$ cat src/rtl/sync_fifo_flags_pkg.sv
// -----------------------------------------------------------------------------
// sync_fifo_flags_pkg
//   Shared types and helpers for the sync_fifo_flags elastic buffer.
//   - fifo_mode_e : read-side behaviour (registered read or first-word-fall-through)
//   - ptr_next()  : pointer advance with explicit wrap, valid for any depth
// -----------------------------------------------------------------------------
package sync_fifo_flags_pkg;

  typedef enum logic {
    FIFO_STD  = 1'b0,
    FIFO_FWFT = 1'b1
  } fifo_mode_e;

  // Wraps depth-1 back to 0 explicitly so non-power-of-2 depths index the
  // storage array correctly instead of running past its end.
  function automatic int unsigned ptr_next(input int unsigned ptr,
                                           input int unsigned depth);
    return (ptr == depth - 1) ? 0 : ptr + 1;
  endfunction

endpackage

$ cat src/rtl/sync_fifo_flags_if.sv
// -----------------------------------------------------------------------------
// sync_fifo_flags_if
//   Bundles the FIFO control, data and status signals.
//   master : the user of the FIFO (drives requests, flush, clr_err, din)
//   slave  : the FIFO itself (drives dout, rd_valid, flags, level, errors)
//   Parameters must match the sync_fifo_flags instance it connects to.
// -----------------------------------------------------------------------------
interface sync_fifo_flags_if #(
  parameter int width = 8,
  parameter int depth = 16
);
  localparam int lw = $clog2(depth + 1);

  logic             flush;
  logic             wr_en;
  logic [width-1:0] din;
  logic             rd_en;
  logic             clr_err;
  logic [width-1:0] dout;
  logic             rd_valid;
  logic             full;
  logic             empty;
  logic             almost_full;
  logic             almost_empty;
  logic [lw-1:0]    level;
  logic             overflow;
  logic             underflow;

  modport master (
    output flush, wr_en, din, rd_en, clr_err,
    input  dout, rd_valid, full, empty, almost_full, almost_empty,
           level, overflow, underflow
  );

  modport slave (
    input  flush, wr_en, din, rd_en, clr_err,
    output dout, rd_valid, full, empty, almost_full, almost_empty,
           level, overflow, underflow
  );

endinterface

$ cat src/rtl/sync_fifo_flags_ptr_ctr.sv
// -----------------------------------------------------------------------------
// sync_fifo_flags_ptr_ctr
//   Wrapping storage pointer, one instance each for write and read side.
//   clk     in  clock
//   rst     in  synchronous active-high reset, pointer -> 0
//   clear   in  synchronous clear (flush), pointer -> 0
//   advance in  step pointer by one, wrapping depth-1 -> 0
//   ptr     out current pointer value
// -----------------------------------------------------------------------------
module sync_fifo_flags_ptr_ctr
  import sync_fifo_flags_pkg::*;
#(
  parameter  int depth = 16,
  localparam int pw    = $clog2(depth)
) (
  input  logic          clk,
  input  logic          rst,
  input  logic          clear,
  input  logic          advance,
  output logic [pw-1:0] ptr
);

  // NOTE: state is updated with non-blocking assignments so every register
  // samples pre-edge values regardless of process evaluation order.
  always_ff @(posedge clk) begin
    if (rst || clear) begin
      ptr <= '0;
    end else if (advance) begin
      ptr <= pw'(ptr_next(32'(ptr), depth));
    end
  end

endmodule

$ cat src/rtl/sync_fifo_flags.sv
// -----------------------------------------------------------------------------
// sync_fifo_flags
//   Single-clock parametrised FIFO with level/threshold flags, FWFT or
//   registered read, synchronous flush and sticky overflow/underflow errors.
//   Parameters: width, depth (>=2, any integer), af_level (1..depth),
//               ae_level (0..depth-1), fwft (1 = fall-through, 0 = registered)
//   Ports:
//     clk  in  clock, everything on posedge
//     rst  in  synchronous active-high reset, overrides all bus inputs
//     bus  slave modport of sync_fifo_flags_if:
//          flush/wr_en/din/rd_en/clr_err in; dout/rd_valid/full/empty/
//          almost_full/almost_empty/level/overflow/underflow out
// -----------------------------------------------------------------------------
module sync_fifo_flags
  import sync_fifo_flags_pkg::*;
#(
  parameter int width    = 8,
  parameter int depth    = 16,
  parameter int af_level = 12,
  parameter int ae_level = 2,
  parameter int fwft     = 1
) (
  input  logic             clk,
  input  logic             rst,
  sync_fifo_flags_if.slave bus
);

  localparam int         pw   = $clog2(depth);
  localparam int         lw   = $clog2(depth + 1);
  localparam fifo_mode_e mode = (fwft != 0) ? FIFO_FWFT : FIFO_STD;

  if (depth < 2) begin : g_bad_depth
    $error("sync_fifo_flags: depth must be >= 2");
  end
  if (af_level < 1 || af_level > depth) begin : g_bad_af
    $error("sync_fifo_flags: af_level must be in 1..depth");
  end
  if (ae_level < 0 || ae_level > depth - 1) begin : g_bad_ae
    $error("sync_fifo_flags: ae_level must be in 0..depth-1");
  end

  logic [width-1:0] mem [depth];
  logic [pw-1:0]    wr_ptr;
  logic [pw-1:0]    rd_ptr;
  logic [lw-1:0]    level_q;
  logic             full;
  logic             empty;
  logic             wr_acc;
  logic             rd_acc;
  logic             ovf_evt;
  logic             udf_evt;
  logic             overflow_q;
  logic             underflow_q;

  // Flags come straight from the level register, so they reflect the state
  // after the last edge and are what the accept logic sees before the next.
  assign full  = (level_q == lw'(depth));
  assign empty = (level_q == '0);

  // NOTE: every output of this block gets a default first so no path leaves
  // a value unassigned and no latch is inferred.
  always_comb begin
    wr_acc  = 1'b0;
    rd_acc  = 1'b0;
    ovf_evt = 1'b0;
    udf_evt = 1'b0;
    // Flush swallows same-cycle requests and raises no errors.
    if (!rst && !bus.flush) begin
      wr_acc  = bus.wr_en && !full;
      rd_acc  = bus.rd_en && !empty;
      ovf_evt = bus.wr_en && full;
      udf_evt = bus.rd_en && empty;
    end
  end

  sync_fifo_flags_ptr_ctr #(.depth(depth)) u_wr_ptr (
    .clk     (clk),
    .rst     (rst),
    .clear   (bus.flush),
    .advance (wr_acc),
    .ptr     (wr_ptr)
  );

  sync_fifo_flags_ptr_ctr #(.depth(depth)) u_rd_ptr (
    .clk     (clk),
    .rst     (rst),
    .clear   (bus.flush),
    .advance (rd_acc),
    .ptr     (rd_ptr)
  );

  // NOTE: storage is deliberately left out of reset; entries are only ever
  // read once the level says they have been written.
  always_ff @(posedge clk) begin
    if (wr_acc) begin
      mem[wr_ptr] <= bus.din;
    end
  end

  // Simultaneous accepted write and pop cancel out.
  always_ff @(posedge clk) begin
    if (rst || bus.flush) begin
      level_q <= '0;
    end else if (wr_acc && !rd_acc) begin
      level_q <= level_q + lw'(1);
    end else if (rd_acc && !wr_acc) begin
      level_q <= level_q - lw'(1);
    end
  end

  // A new error event in the same cycle as clr_err takes priority.
  always_ff @(posedge clk) begin
    if (rst) begin
      overflow_q  <= 1'b0;
      underflow_q <= 1'b0;
    end else begin
      if (ovf_evt)          overflow_q  <= 1'b1;
      else if (bus.clr_err) overflow_q  <= 1'b0;
      if (udf_evt)          underflow_q <= 1'b1;
      else if (bus.clr_err) underflow_q <= 1'b0;
    end
  end

  if (mode == FIFO_FWFT) begin : g_fwft
    // Head of queue is presented continuously; rd_en acknowledges it.
    assign bus.dout     = empty ? '0 : mem[rd_ptr];
    assign bus.rd_valid = !empty;
  end else begin : g_std
    logic [width-1:0] dout_q;
    logic             rd_valid_q;

    // dout holds its last value between reads; rd_valid is a one-cycle pulse.
    always_ff @(posedge clk) begin
      if (rst || bus.flush) begin
        dout_q     <= '0;
        rd_valid_q <= 1'b0;
      end else begin
        rd_valid_q <= rd_acc;
        if (rd_acc) begin
          dout_q <= mem[rd_ptr];
        end
      end
    end

    assign bus.dout     = dout_q;
    assign bus.rd_valid = rd_valid_q;
  end

  assign bus.full         = full;
  assign bus.empty        = empty;
  assign bus.almost_full  = (level_q >= lw'(af_level));
  assign bus.almost_empty = (level_q <= lw'(ae_level));
  assign bus.level        = level_q;
  assign bus.overflow     = overflow_q;
  assign bus.underflow    = underflow_q;

endmodule

$ cat src/flat_wrapper.sv
// flat-port wrapper written by rule: the top's interface ports become plain ports
module sync_fifo_flags_flat import sync_fifo_flags_pkg::*;
#(
  parameter int width    = 8,
  parameter int depth    = 16,
  parameter int af_level = 12,
  parameter int ae_level = 2,
  parameter int fwft     = 1
)
  (clk, rst, bus_flush, bus_wr_en, bus_din, bus_rd_en, bus_clr_err, bus_dout, bus_rd_valid, bus_full, bus_empty, bus_almost_full, bus_almost_empty, bus_level, bus_overflow, bus_underflow);
  sync_fifo_flags_if #(.width(width), .depth(depth)) bus_i ();
  input  logic clk;
  input  logic rst;
  input wire logic [$bits(bus_i.flush)-1:0] bus_flush;
  input wire logic [$bits(bus_i.wr_en)-1:0] bus_wr_en;
  input wire logic [$bits(bus_i.din)-1:0] bus_din;
  input wire logic [$bits(bus_i.rd_en)-1:0] bus_rd_en;
  input wire logic [$bits(bus_i.clr_err)-1:0] bus_clr_err;
  output wire logic [$bits(bus_i.dout)-1:0] bus_dout;
  output wire logic [$bits(bus_i.rd_valid)-1:0] bus_rd_valid;
  output wire logic [$bits(bus_i.full)-1:0] bus_full;
  output wire logic [$bits(bus_i.empty)-1:0] bus_empty;
  output wire logic [$bits(bus_i.almost_full)-1:0] bus_almost_full;
  output wire logic [$bits(bus_i.almost_empty)-1:0] bus_almost_empty;
  output wire logic [$bits(bus_i.level)-1:0] bus_level;
  output wire logic [$bits(bus_i.overflow)-1:0] bus_overflow;
  output wire logic [$bits(bus_i.underflow)-1:0] bus_underflow;
  assign bus_i.flush = bus_flush;
  assign bus_i.wr_en = bus_wr_en;
  assign bus_i.din = bus_din;
  assign bus_i.rd_en = bus_rd_en;
  assign bus_i.clr_err = bus_clr_err;
  assign bus_dout = bus_i.dout;
  assign bus_rd_valid = bus_i.rd_valid;
  assign bus_full = bus_i.full;
  assign bus_empty = bus_i.empty;
  assign bus_almost_full = bus_i.almost_full;
  assign bus_almost_empty = bus_i.almost_empty;
  assign bus_level = bus_i.level;
  assign bus_overflow = bus_i.overflow;
  assign bus_underflow = bus_i.underflow;
  sync_fifo_flags #(.width(width), .depth(depth), .af_level(af_level), .ae_level(ae_level), .fwft(fwft)) u_core (.clk(clk), .rst(rst), .bus(bus_i));
endmodule
$ cat config.mk
export PLATFORM = sky130hd
export DESIGN_NAME = sync_fifo_flags_flat
export DESIGN_NICKNAME = d
export VERILOG_FILES = /design/src/rtl/sync_fifo_flags_pkg.sv /design/src/rtl/sync_fifo_flags_if.sv /design/src/rtl/sync_fifo_flags_ptr_ctr.sv /design/src/rtl/sync_fifo_flags.sv /design/src/flat_wrapper.sv
export SDC_FILE = /design/constraint.sdc
export NUM_CORES = 1
export LEC_CHECK = 0
export ABC_AREA = 1
export CELL_PAD_IN_SITES_DETAIL_PLACEMENT = 2
export CELL_PAD_IN_SITES_GLOBAL_PLACEMENT = 2
export CORE_AREA = 2 2 100 150
export CTS_BUF_LIST = sky130_fd_sc_hd__clkbuf_2
export DETAILED_ROUTE_END_ITERATION = 7
export DIE_AREA = 0 0 102 152
export PLACE_DENSITY = 0.81
export REMOVE_ABC_BUFFERS = 1
export SETUP_SLACK_MARGIN = 0.05
export SLEW_MARGIN = 0
export SYNTH_ARGS = -nofsm -noshare
export SYNTH_HDL_FRONTEND = slang
export SYNTH_HIERARCHICAL = 1
export SYNTH_SLANG_ARGS = --single-unit
$ cat constraint.sdc
create_clock -name clk -period 3.6 [get_ports clk]
set_clock_uncertainty 0.05 [all_clocks]
set_input_delay 0.54 -clock clk [delete_from_list [all_inputs] [get_ports clk]]
set_output_delay 0.54 -clock clk [all_outputs]
set_load 0.01 [all_outputs]
# Yosys cells after proc, flatten, opt, wreduce, memory -nomap -nowiden

Memories as Yosys holds them, arrays and structs flattened. A register that Yosys moved wholly into a read port is not among the register bits.
Index checks and enable logic that the tools add are counted.
W data, S select, Z words.

Memories: 1
Bits in writable memories: 128
Logic and storage cells: 49
Flip-flop bits (word level): 15
Bits of input ports: 14
Output and inout bits: 20

Mux-type cells: 16
Reduce and logical (&&, ||, !) cells: 18
Add/subtract/negate cells: 4
Eq/ne operators: 3
$lt $le $gt $ge: 2

Memories:

| memory     | depth | bits a word | rd ports | clocked after Yosys merged registers in | write ports | line                  | RTL |
|---|---|---|---|---|---|---|---|
| u_core.mem | 16    | 8           | 1        | 1                                       | 1           | sync_fifo_flags.sv:42 | `logic [width-1:0] mem [depth];` |

Operators by type and width:

| operator              | count |
|---|---|
| $mux W4               | 4 |
| $mux W5               | 2 |
| $mux W1               | 9 |
| $add A4 B1 Y4 const B | 2 |
| $eq A4 B4 Y1 const B  | 2 |
| $mux W8               | 1 |
| $logic_and A1 B1 Y1   | 7 |
| $logic_not A1 Y1      | 6 |
| $reduce_bool A2 Y1    | 3 |
| $add A5 B1 Y5 const B | 1 |
| $eq A5 B5 Y1 const B  | 1 |
| $ge A5 B4 Y1 const B  | 1 |
| $le A5 B2 Y1 const B  | 1 |
| $logic_not A5 Y1      | 1 |
| $sub A5 B1 Y5 const B | 1 |
| $logic_or A1 B1 Y1    | 1 |

# Longest topological paths before layout

Depth after elaboration: 8
Mapped depth: 14

# By module

Netlist, hierarchy kept.

By module, submodules not included:

| module                  | cells an instance | area an instance (µm²) | instances | seq. area each (µm²) |
|---|---|---|---|---|
| sync_fifo_flags         | 515               | 5786.8                 | 1         | 3983.8 |
| sync_fifo_flags_ptr_ctr | 26                | 183.9                  | 2         | 80.1 |

# Least setup slack after synthesis

Ideal clock, no wire load.

Path type: input -> register
From: input port bus_flush
To: register u_core.level_q[3] (netlist: u_core/bus.level[3])
Arrival: 2.284 ns
Path slack: 1.150 ns
Required time: 3.435 ns
Buffers on the path: 0
Stages on the path: 12
Cell sequence: or2_1 inv_2 nand3_1 inv_2 ha_1 inv_1 ha_1 a21oi_1 nand2_1 xor2_1 o21ai_0 inv_1

Longest elaborated chain between the ends: 6
Elaborated cells on any way between the ends: 11
Those cells by class: mux (3); reduce/logical (8)

Ends and longest elaborated chain:

| what                         | line                   | RTL |
|---|---|---|
| start: declaration           | flat_wrapper.sv:14     | `input wire logic [$bits(bus_i.flush)-1:0] bus_flush;` |
| $logic_not A1 Y1 *           | sync_fifo_flags.sv:68  | `if (!rst && !bus.flush) begin` |
| $logic_and A1 B1 Y1 *        | sync_fifo_flags.sv:68  |  |
| $mux W1 *                    | sync_fifo_flags.sv:68  |  |
| net u_core.wr_acc            | sync_fifo_flags.sv:48  | `logic wr_acc;` |
| $logic_not A1 Y1             | sync_fifo_flags.sv:106 | `end else if (rd_acc && !wr_acc) begin` |
| $logic_and A1 B1 Y1          | sync_fifo_flags.sv:106 |  |
| $reduce_bool A2 Y1 (no line) | --                     |  |
| end signal: assignment       | sync_fifo_flags.sv:105 | `level_q <= level_q + lw'(1);` |
| end signal: assignment       | sync_fifo_flags.sv:107 | `level_q <= level_q - lw'(1);` |
| end: declaration             | sync_fifo_flags.sv:45  | `logic [lw-1:0] level_q;` |

The timed path passes the listed nets; every way through them passes the cells marked *.
A chain may end at the register's enable or synchronous reset.

==> impl_results.md <==
* Bufs and invs on worst path at 3
* Synthesis-to-finish area growth at 15.2%
* Final ANT Viol Nets at 0
* FILL cells at about 1500
* Total grt overflow at 0
* RSZ-0062 raised after global routing: false
* Dominant cells by area after synthesis: edfxtp_1 62%, nand2_1 11%, nand3_1 8.5%
* Crit-path cells: inv_8 > buf_12 > nand2_1 > nand3_1 > nand3_1 > nand2_1 > nand2_1 > a21oi_1 > clkdlybuf4s50_1
* Sw Share at 23.1%
* PwrDens at between 400 and 500 nW/um2
* CP startpoint kind: register
* Htree depth at 4
* DR iter-0 viols at 239
* CTS sink cnt at around 140
* Hold Vio Cnt, Final at 0
* Commonest non-fill, non-tap cell in the layout: nand2_1
* DRT Pass-1 Iters at 6
* Initial antenna violation count at 1
* Remaining routing DRC violations at 0
* DIE AREA at 15500 um2
* Core Area at 14300 um2
* Unique masters post-synth at 26
* Synth area leader: edfxtp_1
* Post-layout min period at 3.37 ns
* Max-slew headroom at between 40% and 50%
* Fmax achieved at between 0.2 and 0.3 GHz
* Synthesized flop and latch total at about 140
* Final slew viol count at 0
* Final wirelength at between 20 and 25 mm
* CP max stage cell: clkdlybuf4s50_1
* Worst skew pair latency at 0.68 ns
* Setup TNS at 0 ns
* Logic gate share of total power at between 5 and 6%
* Worst hold path class: input port to register
* Post-detail-place hpwl at ~13 mm
* CP arrival at around 2.8 ns
* Total power at roughly 3100 uW
* Mapped Cells at 567
* Worst Path Max Fanout at 24
* PortBufs at 33
* Num rows at 54
* Run status: complete, no violations
* CTS tree: built
* Crit-path max cell delay at 0.57 ns
* Root buffer cell: clkbuf_2
* Top Family by Delay on Critical Path: buffers and inverters
* Hold-fix buffers, CTS at 0
* NetSw at approximately 720 uW
* Inst Count DP at 789
* Crit Path Class: register to output port
* Fin cells at 827
* Layout cell share with drive strength beyond 1 at approximately 11%
* Die span in y at 152 um
* Required time worst endpoint at 3.01 ns
* Sequential power share at 58.2%
* Vias in the first global route at 5226
* P_int at 2400 uW
* Max-cap violations at 0
* Slew @ Worst Pin at 0.878 ns
* Clock Power Share at 36.3%
* Nets at 639
* Worst VDD drop at 0.000180 V
* Top-area cell type share of the netlist area at 62.5%
* Sequential fraction of the synthesis area at 67.3%
* Initial core utilization at 43.0%
* Yosys Warn Count at 6
* Fin crit share at 93.7%
* All-layer global routing usage at 27.4%
* I/O Pins at 34
* Hold_ws at 0.401 ns
* Via-to-Cell Ratio at 5.60
* Fin util at 49.5%
* Cts bufs inserted at 17
* Pleak at ~0.0026 uW
* Critical Path Sink Type: output port
* Crit path top cell by count: nand2_1
* DR WL/cell at 24.7 um
* Avg Cell Area, Syn at between 10 and 15 um2
* Cell Area, Synth at 6150 um2
* Most frequent cells in the layout: 184 x nand2_1, 128 x edfxtp_1, 104 x nand3_1, 31 x clkdlybuf4s50_1, 28 x nor2_1
* Clk buf depth at 2
* Die width at 102 um
* DR vias at 4632
* Largest net degree at the start of global routing at 69
* First-pass GRT wire length at 31.0 mm
* Clock slew at reported path FFs at 0.22 ns
* Setup violations, final at 0
* Gpl congestion at 0.784
cell families after synthesis:
logic type	synth area share [%]
AND/OR/NAND/NOR	22.9
flip-flops	67.3
buffers and inverters	5.10
AO/OA/AOI/OAI	2.74
adder cells (fa/ha/maj)	1.55
XOR/XNOR	0.427
final timing paths:
kind	start	endpoint	slack, ns	depth (start not counted)
max	u_core/u_rd_ptr/ptr[0]$_SDFFE_PP0P_	bus_dout[0]	0.23	9
min reg2reg	u_core/bus.underflow$_SDFFE_PP0P_	u_core/bus.underflow$_SDFFE_PP0P_	0.45	2
max reg2reg	u_core/bus.level[0]$_SDFFE_PN0P_	u_core/bus.level[4]$_SDFFE_PN0P_	0.86	13
min	bus_wr_en	u_core/bus.overflow$_SDFFE_PP0P_	0.40	3
worst reg2reg max path, stage by stage, from the launching register on:
cell and delay [ns]:
dfxtp_1 0.44, inv_1 0.14, nand4_1 0.16, nand3_1 0.11, inv_2 0.20, ha_1 0.28
inv_1 0.12, ha_1 0.38, inv_1 0.06, o21ai_0 0.28, nand3_1 0.14, nand2_1 0.10
nand2_1 0.07, a21oi_1 0.15
synth_stat cells:
cell type,n
buf_6,10
nor2_1,28
a2111oi_0,1
clkbuf_1,1
xnor2_1,1
buf_4,5
or2_1,1
ha_1,6
inv_2,5
clkinv_1,1
nand2_1,184
o21ai_0,10
buf_2,6
xor2_1,2
nand3_1,104
edfxtp_1,128
dfxtp_1,15
clkbuf_8,1
nand3_2,4
clkbuf_4,1
a21oi_1,22
inv_1,23
or2_0,2
fa_1,1
or2_2,1
nand4_1,4
final cells by class:
type                    count  area, um2  area share [%]
well taps                 196        245            3.46
inverters                  29        128            1.80
multi-input cells         371       1700            24.0
clock buffers              18       90.1            1.27
repair inverters            1       7.51           0.106
diodes                      1       2.50          0.0353
flip-flops and latches    143       4150            58.5
repair buffers             55        551            7.76
clock inverters            13        213            3.00
state kept, by name, indices dropped and copies added (netlist names):
name                  count
u_core/mem              128
u_core/bus.level          5
u_core/u_rd_ptr/ptr       4
u_core/u_wr_ptr/ptr       4
u_core/bus.overflow       1
u_core/bus.underflow      1
stage by stage:
step	setup slack [ns]	area, um2
2_1_floorplan	0.418	5950
3_3_place_gp	0.512	6680
3_5_place_dp	0.237	6680
4_1_cts	0.0522	7020
5_1_grt	0.0520	7090
6_report	0.226	7090
power groups by stage:
stage | registers [uW] | logic (uW) | clock network [uW]
floorplan | 1850 | 62.1 | 0
global placement | 1850 | 156 | 0
detailed placement | 1850 | 165 | 0
CTS | 1820 | 169 | 1160
global route | 1820 | 186 | 1220
finish | 1820 | 172 | 1130
timing repair:
item,in CTS,in global routing
setup endpoints to repair,8,7
cloned,1,1
setup buffers,3,1
resized for setup,5,11
per-layer routing:
layer  part of all wire (%)  track usage [%]
met1                     38             32.0
met2                     55             48.9
met3                    3.8             3.96
met4                    3.0             11.9
met5                      0                0
Note: power is estimated with default switching activity, not from simulation.
